File: config.mk
export PLATFORM = sky130hd
export DESIGN_NAME = riscv_muldiv_unit
export DESIGN_NICKNAME = d
export VERILOG_FILES = /design/src/rtl/riscv_muldiv_unit.sv
export SDC_FILE = /design/constraint.sdc
export NUM_CORES = 1
export LEC_CHECK = 0
export ABC_CLOCK_PERIOD_IN_PS = 9000
export CAP_MARGIN = 20
export CORE_ASPECT_RATIO = 0.5
export CORE_MARGIN = 4
export CORE_UTILIZATION = 45
export CTS_BUF_LIST = sky130_fd_sc_hd__clkbuf_16
export CTS_CLUSTER_SIZE = 8
export DETAILED_ROUTE_END_ITERATION = 8
export SYNTH_ARGS = -nofsm -noshare
export SYNTH_HDL_FRONTEND = slang
export SYNTH_SLANG_ARGS = --single-unit
File: constraint.sdc
create_clock -name clk -period 9 [get_ports clk]
set_input_delay 2.7 -clock clk [delete_from_list [all_inputs] [get_ports clk]]
set_output_delay 2.7 -clock clk [all_outputs]
set_load 0.01 [all_outputs]
File: src/rtl/riscv_muldiv_unit.sv
// Iterative RISC-V M-extension unit: shift-add multiply (MUL_STEP bits/cycle) and
// restoring divide (1 bit/cycle), with valid/ready handshake and flush abort.
module riscv_muldiv_unit #(
    parameter int unsigned XLEN     = 32,
    parameter int unsigned MUL_STEP = 1
) (
    input  logic            clk,
    input  logic            reset,
    input  logic            req_valid,
    output logic            req_ready,
    input  logic [2:0]      funct3,
    input  logic [XLEN-1:0] data_in1,
    input  logic [XLEN-1:0] data_in2,
    output logic            resp_valid,
    input  logic            resp_ready,
    output logic [XLEN-1:0] data_toReg,
    output logic            busy,
    input  logic            flush
);
    localparam int unsigned CW = $clog2(XLEN);
    localparam int unsigned NM = XLEN / MUL_STEP;
    localparam int unsigned PW = XLEN + MUL_STEP;
    localparam logic [XLEN-1:0] MinNeg = {1'b1, {(XLEN-1){1'b0}}};

    typedef enum logic [2:0] {StIdle, StMul, StDiv, StFix, StDone} state_e;

    state_e              state_q, state_d;
    logic [CW-1:0]       cnt_q, cnt_d;
    logic [2:0]          op_q, op_d;
    logic                neg_res_q, neg_res_d;
    logic                neg_rem_q, neg_rem_d;
    logic                special_q, special_d;
    logic [XLEN-1:0]     a_q, a_d;
    logic [XLEN-1:0]     b_q, b_d;
    logic [2*XLEN-1:0]   acc_q, acc_d;
    logic [XLEN-1:0]     res_q, res_d;

    logic                accept, sgn1, sgn2, div_zero, div_ovf;
    logic [XLEN-1:0]     mag1, mag2;
    logic [PW-1:0]       pp, mul_sum;
    logic [XLEN:0]       rem_shift, rem_sub;
    logic [2*XLEN-1:0]   prod_fix;
    logic [XLEN-1:0]     quo_fix, rem_fix, fix_res;

    assign req_ready  = (state_q == StIdle);
    assign busy       = req_valid | (state_q != StIdle);
    assign resp_valid = (state_q == StDone);
    assign data_toReg = resp_valid ? res_q : '0;
    assign accept     = req_valid & req_ready & ~flush;

    // Signed operands: MULH/MULHSU/DIV/REM for rs1, MULH/DIV/REM for rs2.
    assign sgn1 = data_in1[XLEN-1] & ((funct3[2] & ~funct3[0]) |
                  (~funct3[2] & (funct3[1] ^ funct3[0])));
    assign sgn2 = data_in2[XLEN-1] & ((funct3[2] & ~funct3[0]) | (funct3 == 3'b001));
    assign mag1 = sgn1 ? -data_in1 : data_in1;
    assign mag2 = sgn2 ? -data_in2 : data_in2;

    assign div_zero = funct3[2] & (data_in2 == '0);
    assign div_ovf  = funct3[2] & ~funct3[0] & (data_in1 == MinNeg) & (data_in2 == '1);

    // Right-shifting accumulator: add partial product into the high half, then shift.
    assign pp      = {{MUL_STEP{1'b0}}, b_q} * {{XLEN{1'b0}}, a_q[MUL_STEP-1:0]};
    assign mul_sum = {{MUL_STEP{1'b0}}, acc_q[2*XLEN-1:XLEN]} + pp;

    // rem_sub[XLEN] set means the trial subtraction borrowed, so restore.
    assign rem_shift = {acc_q[XLEN-1:0], a_q[XLEN-1]};
    assign rem_sub   = rem_shift - {1'b0, b_q};

    assign prod_fix = neg_res_q ? -acc_q : acc_q;
    assign quo_fix  = neg_res_q ? -a_q : a_q;
    assign rem_fix  = neg_rem_q ? -acc_q[XLEN-1:0] : acc_q[XLEN-1:0];

    always_comb begin
        fix_res = '0;
        if (op_q[2]) begin
            fix_res = op_q[1] ? rem_fix : quo_fix;
        end else begin
            fix_res = (op_q[1:0] == 2'b00) ? prod_fix[XLEN-1:0] : prod_fix[2*XLEN-1:XLEN];
        end
    end

    always_comb begin
        state_d   = state_q;
        cnt_d     = cnt_q;
        op_d      = op_q;
        neg_res_d = neg_res_q;
        neg_rem_d = neg_rem_q;
        special_d = special_q;
        a_d       = a_q;
        b_d       = b_q;
        acc_d     = acc_q;
        res_d     = res_q;
        unique case (state_q)
            StIdle: begin
                if (accept) begin
                    op_d      = funct3;
                    a_d       = mag1;
                    b_d       = mag2;
                    acc_d     = '0;
                    neg_res_d = sgn1 ^ sgn2;
                    neg_rem_d = sgn1;
                    special_d = 1'b0;
                    res_d     = '0;
                    if (div_zero) begin
                        special_d = 1'b1;
                        res_d     = funct3[1] ? data_in1 : '1;
                        state_d   = StFix;
                    end else if (div_ovf) begin
                        special_d = 1'b1;
                        res_d     = funct3[1] ? '0 : data_in1;
                        state_d   = StFix;
                    end else if (funct3[2]) begin
                        cnt_d   = CW'(XLEN - 1);
                        state_d = StDiv;
                    end else begin
                        cnt_d   = CW'(NM - 1);
                        state_d = StMul;
                    end
                end
            end
            StMul: begin
                acc_d = {mul_sum, acc_q[XLEN-1:MUL_STEP]};
                a_d   = a_q >> MUL_STEP;
                cnt_d = cnt_q - 1'b1;
                if (cnt_q == '0) state_d = StFix;
            end
            StDiv: begin
                a_d   = {a_q[XLEN-2:0], ~rem_sub[XLEN]};
                acc_d = {acc_q[2*XLEN-1:XLEN],
                         rem_sub[XLEN] ? rem_shift[XLEN-1:0] : rem_sub[XLEN-1:0]};
                cnt_d = cnt_q - 1'b1;
                if (cnt_q == '0) state_d = StFix;
            end
            StFix: begin
                if (!special_q) res_d = fix_res;
                state_d = StDone;
            end
            StDone: begin
                if (resp_ready) state_d = StIdle;
            end
            default: state_d = StIdle;
        endcase
        if (flush) state_d = StIdle;
    end

    always_ff @(posedge clk or negedge reset) begin
        if (!reset) begin
            state_q   <= StIdle;
            cnt_q     <= '0;
            op_q      <= '0;
            neg_res_q <= 1'b0;
            neg_rem_q <= 1'b0;
            special_q <= 1'b0;
            a_q       <= '0;
            b_q       <= '0;
            acc_q     <= '0;
            res_q     <= '0;
        end else begin
            state_q   <= state_d;
            cnt_q     <= cnt_d;
            op_q      <= op_d;
            neg_res_q <= neg_res_d;
            neg_rem_q <= neg_rem_d;
            special_q <= special_d;
            a_q       <= a_d;
            b_q       <= b_d;
            acc_q     <= acc_d;
            res_q     <= res_d;
        end
    end
endmodule

==> results.py <==
metrics = {
    "cells_and_area": {
        "final_common_cell": "o21ai_0",
        "final_net_count": 2240,
        "antenna_cells": 0,
        "seq_area_sq_mm": 0.00436,
        "fillCellCount": 3464,
        "layout_common_cells": "o21ai_0, nand2_1, nor2_1",
        "multi_input_area_sq_mm": 0.0109,
        "syn_to_final_growth_pct": 11.7,
        "drive_gt1_share_pct": 4.27,
    },
    "detailed_routing": {
        "dr_total_vias": 15920,
        "ant_nets": 0,
        "drt_wl_total_mm": 56.2,
        "firstDrtPassIters": 5,
        "avgViaCountPerCell": 6.17,
        "drc": 0,
        "wl_per_cell_microns": 21.8,
        "dr.first_iter.drc_count": 1976,
    },
    "synth": {
        "synth_top_family_by_area": "compound AO/OA/AOI/OAI gates",
        "synthSimpleGateAreaFrac_pct": 21.0,
        "synth_compound_area_share_pct": 26.9,
        "yosys_warnings": 0,
        "synthTopCellsByArea": "dfrtp_1, o21ai_0, xnor2_1",
        "synthAdderAreaFrac_pct": 5.87,
        "syn_avg_cell_area_sq_um": 7.64,
        "synth_seq_area_share_pct": 27.2,
        "syn-num-nets": 2243,
        "synth_edf_count": 0,
        "netlist-cell-type-count": 78,
        "syn-instance-count": 2097,
        "synth_largest_area_cell": "dfrtp_1",
        "synth_top_area_share_pct": 27.2,
        "syn-cell-area_sq_mm": 0.0160,
        "synth_async_sr_flop_share_pct": 100,
        "synth_ff_type": "dfrtp_1",
        "ys_ff_latch": 174,
        "synth-xor-area-share_pct": 11.6,
        "synthMuxAreaShare_pct": 2.16,
    },
    "critical_path": {
        "critPathSlowestCell": "clkdlybuf4s50_1",
        "cp_max_fo": 2,
        "r2r_cells": 13,
        "path_class": "input port to primary output",
        "critical_path_required_ns": 6.30,
        "setup.worst_path.end": "busy",
        "crit_top_cell": "clkdlybuf4s50_1",
        "r2r-end": "acc_q[61]",
        "reg2reg_setup_slack_ns": 4.14,
        "startpoint_type": "input port",
        "crit_path_end_kind": "primary output",
        "path_cells": "clkdlybuf4s50_1 > nand2b_1 > clkdlybuf4s50_1",
        "cpPeakStageDelay_ns": 0.54,
        "critical_path_arrival_ns": 3.82,
        "rr_startpoint": "a_q[0]",
        "startpoint": "req_valid",
    },
    "cts": {
        "cts_buffers": 17,
        "cts_hold_buf": 0,
        "clock_latency_ns": 0.48,
        "post_cts_resized": 0,
        "cts_tree": "built",
        "htreeDepth": 4,
        "clock_path_buffers": 2,
        "cts_sinks": 174,
        "cts_setup_buffers": 0,
        "clkTransAtPathRegs_ns": 0.07,
        "cts_root_buf": "clkbuf_16",
    },
    "floorplanning": {
        "io_pins": 107,
        "initial_utilization_pct": 46.1,
        "die_area_sq_mm": 0.0389,
        "core-area_sq_mm": 0.0348,
        "die_h_microns": 141,
        "die_x_microns": 275,
        "rows": 48,
    },
    "timing": {
        "worst_slew_pin_slew_ns": 1.12,
        "finalSetupViolations": 0,
        "period_share_pct": 72.4,
        "slew_headroom_pct": 25.4,
        "tns_ns": 0,
        "slew_violations": 0,
        "fmax_ghz": 0.153,
        "grt_setup_unrepaired": "no",
        "hold_viol": 0,
        "fin_crit_ns": 6.52,
        "skew_ns": 0.0279,
        "hold_ws_ns": 0.483,
    },
    "global_route": {
        "grt_usage_pct": 28.7,
        "grt_pass1_wl_mm": 87.0,
        "antenna_found_initial": 2,
        "grt_overflow": 0,
        "grt_pass1_vias": 14338,
        "grt_max_degree": 107,
    },
    "place": {
        "port_buffers": 106,
        "gp_congestion": 0.926,
        "place_hpwl_mm": 41.7,
    },
    "run_status": {
        "outcome": "completed",
    },
    "run": {
        "cap_violations": 0,
    },
    "power": {
        "ir_drop_mv": 0.185,
        "cellPowerDensity_mw_per_mm2": 389,
        "p_leak_nw": 7.45,
    },
    "hold_path": {
        "hp-class": "register to register",
    },
}
-- worst max-delay path, delay by kind of cell --
kind	cells	cell delay (ns)
buf+inv	2	1.00
simple gates	1	0.12
-- cell families (layout without fill, tap and decap cells) --
group,Yosys count,count (layout)
adders and majority gates,74,74
xor gates and xnor gates,211,211
DFF,174,174
and+or+nand+nor,704,704
muxes,34,34
buffers and inverters,218,228
AOI/OAI and AO/OA,682,682
-- through the flow --
stage	total power, mW	cells	setup WS, ns	utilization [%]	cell area (sq um)
global placement	6.01	2548	2.47	49.7	17300
global route	7.51	2582	2.45	51.5	17900
detailed placement	6.05	2548	2.47	49.7	17300
floorplan	4.83	2097	3.43	-	16000
finish	6.96	2582	2.48	51.5	17900
CTS	6.86	2580	2.47	51.4	17900
-- synthesized netlist by cell type (all sizes together), types with 5 or more instances --
cell,count
a211o,7
a211oi,19
a21o,24
a21oi,129
a221oi,36
a22o,9
a22oi,32
a31oi,26
and2,37
and3,11
buf,21
clkbuf,131
dfrtp,174
ha,72
inv,65
mux2,5
mux2i,29
nand2,217
nand2b,25
nand3,43
nand3b,9
nand4,24
nor2,190
nor2b,12
nor3,48
nor4,15
o211ai,14
o21a,11
o21ai,251
o21bai,8
o22ai,10
o31ai,39
o41ai,17
or2,8
or3,30
or4,20
xnor2,115
xor2,96
-- per-layer routing --
metal	wire length [microns]	track usage, %
met3	5180	6.59
met4	826	6.00
met5	13	0
met1	27100	44.5
met2	23100	40.3
-- power breakdown --
group / switching [mW] / internal (mW)
clock network: 0.372 / 0.412
logic: 2.81 / 1.68
registers: 0.578 / 1.10
-- state kept, by name, summed over array words and instances, names as in the netlist --
signal / flops
neg_rem_q: 1
b_q: 32
special_q: 1
state_q: 3
neg_res_q: 1
res_q: 32
op_q: 3
acc_q: 64
a_q: 32
cnt_q: 5
-- how the worst min path moves through the flow --
stage	startpoint	to	slack, ns	depth (start not counted)
floorplan	res_q[16]	res_q[16]	0.44	2
global placement	b_q[29]	b_q[29]	0.46	2
detailed placement	b_q[14]	b_q[14]	0.47	2
CTS	b_q[14]	b_q[14]	0.49	2
global route	b_q[14]	b_q[14]	0.50	2
finish	b_q[5]	b_q[5]	0.48	2
-- final cells by class --
type	instances	share of cell area, %
clock buffer	17	2.38
clock inverter	15	0.895
inverter	66	1.38
multi-input combinational	1705	60.7
sequential	174	24.3
tap	475	3.32
timing repair buffer	130	6.97
Note: power is estimated with default switching activity, not from simulation.
==> patch: new RTL, same flow settings <==
`a_q`, `b_q` and `res_q` no longer have a reset.
--- a/src/rtl/riscv_muldiv_unit.sv
+++ b/src/rtl/riscv_muldiv_unit.sv
@@ -152,8 +152,5 @@
             neg_rem_q <= 1'b0;
             special_q <= 1'b0;
-            a_q       <= '0;
-            b_q       <= '0;
             acc_q     <= '0;
-            res_q     <= '0;
         end else begin
             state_q   <= state_d;
@@ -163,9 +160,12 @@
             neg_rem_q <= neg_rem_d;
             special_q <= special_d;
-            a_q       <= a_d;
-            b_q       <= b_d;
             acc_q     <= acc_d;
-            res_q     <= res_d;
         end
+    end
+
+    always_ff @(posedge clk) begin
+        a_q   <= a_d;
+        b_q   <= b_d;
+        res_q <= res_d;
     end
 endmodule
Formal check against the unedited RTL: same outputs for any inputs over 10 cycles, from zero or initial values and one cycle with reset low; that may be too few to reach the edited logic, so the function may still have changed.
==> patch against the original RTL <==
  * Combinational power is 18% lower
  * Area after synthesis down 1.5%
  * Clock skew fell by 0.016 ns
  * Setup slack worse by 0.014 ns
  * Count of clock-buffer cells in the layout up 2
  * Routed wire length is 6.5% lower
  * Final area decreased by 1.1%
  * Sequential cell count unchanged
  * Total power shrank 12%
  * Critical path type unchanged
  * Largest cell class unchanged
==> patch: results (changes against the original RTL) <==
Drt
  – 1st-iter DRT viols: 1802 (was 1976)
  – Drt wl/cell: 21.6 µm (was 21.8 µm)
  – Drt first pass iters: 6 (was 5)
  – Routed vias: 14800 (was 15900)
  – Vias per cell: 6.07 (was 6.17)

Outcome
  – Status: completed (unchanged)

Worst hold path
  – Endpoint with the worst hold slack: op_q[0]$_DFFE_PN0P_ (was b_q[5]$_DFFE_PN0P_)
  – Hold Startpoint: op_q[0]$_DFFE_PN0P_ (was b_q[5]$_DFFE_PN0P_)

Logic synthesis
  – Synth Flop Type: edfxtp_1 (was dfrtp_1)
  – Cells after Synth: 1928 (was 2097)
  – Sequential area share after synthesis: 0.306 (was 0.272)
  – Synth area leaders: edfxtp_1 18%, dfrtp_1 12%, xor2_1 6.7% (was dfrtp_1 27%, o21ai_0 7.7%, xnor2_1 6.3%)
  – Synth cell count leaders: 190 x o21ai_0, 189 x nand2_1, 166 x nor2_1 (was 246 x o21ai_0, 217 x nand2_1, 190 x nor2_1)
  – Asr flop ratio synth: 0.448 (was 1.00)
  – XOR/XNOR Fraction of Synth Area: 0.128 (was 0.116)
  – Synth Area in Compound Gates: 0.241 (was 0.269)
  – Post-Synth Adder-Cell Area: 0.0596 (was 0.0587)
  – Mux cell area share after synthesis: 0.0205 (was 0.0216)
  – Post-Syn Nets: 2074 (was 2243)
  – Synth cell types: 74 (was 78)

Place
  – Routability Congestion: 0.920 (was 0.926)
  – Dpl cells: 2400 (was 2548)
  – Placed cell area: 17100 µm² (was 17300 µm²)
  – DPL Wire Length: 39.4 mm (was 41.7 mm)

Critical path
  – R2r endpoint: acc_q[26]$_DFFE_PN0P_ (was acc_q[61]$_DFFE_PN0P_)
  – RR Startpoint: a_q[31]$_DFFE_PP_ (was a_q[0]$_DFFE_PN0P_)
  – Worst EP arrival: 3.83 ns (was 3.82 ns)

Global route
  – Largest net degree at the start of global routing: 99 (was 107)
  – First-pass GRT wire length: 81.0 mm (was 87.0 mm)
  – Gr usage total: 0.271 (was 0.287)
  – Initial antenna violation count: 0 (was 2)

Finish
  – Fillers: 3397 (was 3464)
  – Share of cells above drive strength 1: 0.0429 (was 0.0427)

STA
  – Hold_ws: 0.553 ns (was 0.483 ns)
  – Measured slew at the worst slew-check pin: 1.13 ns (was 1.12 ns)

Power
  – Leakage power: 0.00695 µW (was 0.00745 µW)
  – Pwr Density: 347 nW/µm² (was 389 nW/µm²)
  – Internal Power: 2960 µW (was 3200 µW)
  – VDD IR max: 0.165 mV (was 0.185 mV)

Clock network
  – CTS Buf Count: 17 (unchanged)
## patch: changes by cell type after synthesis, moves of 22 or more
cell      delta
clkbuf_1    -31
xor2_1      +26
dfrtp_1     -96
o21ai_0     -56
o211ai_1    +22
nor2_1      -24
a22oi_1     +31
edfxtp_1    +96
nand2_1     -28
a221oi_1    -32
## patch: logic make-up after synthesis
kind of cell	after synthesis
xor gates and xnor gates	230
buffers and inverters	200
and+or+nand+nor	622
adders and majority gates	74
AOI/OAI and AO/OA	596
muxes	32
DFF	174
## patch: worst max-delay path, cell delays in order
cell and delay [ns]:
clkdlybuf4s50_1 0.47, nand2b_1 0.13, clkdlybuf4s50_1 0.54
## patch: final cells by class
type | instances | area share
multi-input combinational | 1554 | 0.577
inverter | 75 | 0.0159
timing repair buffer | 123 | 0.0674
clock buffer | 19 | 0.0269
tap | 475 | 0.0336
clock inverter | 13 | 0.00615
sequential | 174 | 0.273
## patch: routing by layer
layer	routed length [µm]	vias to the layer above	share of wire	GRT usage
li1	-	7068	-	-
met4	650	0	0.012	0.0546
met1	26500	7131	0.50	0.429
met3	3910	48	0.074	0.0459
met2	21500	523	0.41	0.382
met5	0	-	0	0
## patch: power by group through the flow
stage / clock network [µW] / registers (µW) / logic, µW
finish: 776 / 1710 / 3660
global route: 812 / 1740 / 4050
CTS: 780 / 1690 / 3600
detailed placement: 0 / 1700 / 3580
global placement: 0 / 1700 / 3570
floorplan: 0 / 1390 / 2850
## patch: worst max path at each step
stage               startpoint                   to  slack (ns)  cells past startpoint
floorplan            req_valid                 busy        3.43                      1
global placement     req_valid                 busy        2.48                      3
detailed placement   funct3[2]  res_q[31]$_DFFE_PP_        2.47                      9
CTS                  req_valid                 busy        2.47                      3
global route         req_valid                 busy        2.44                      3
finish               req_valid                 busy        2.47                      3
## patch: per-stage QoR
step                      worst slack, ns  power [µW]
after CTS                            2.47        6070
after floorplan                      3.43        4240
after global placement               2.48        5270
after detailed placement             2.47        5290
after global routing                 2.44        6600
final                                2.47        6150
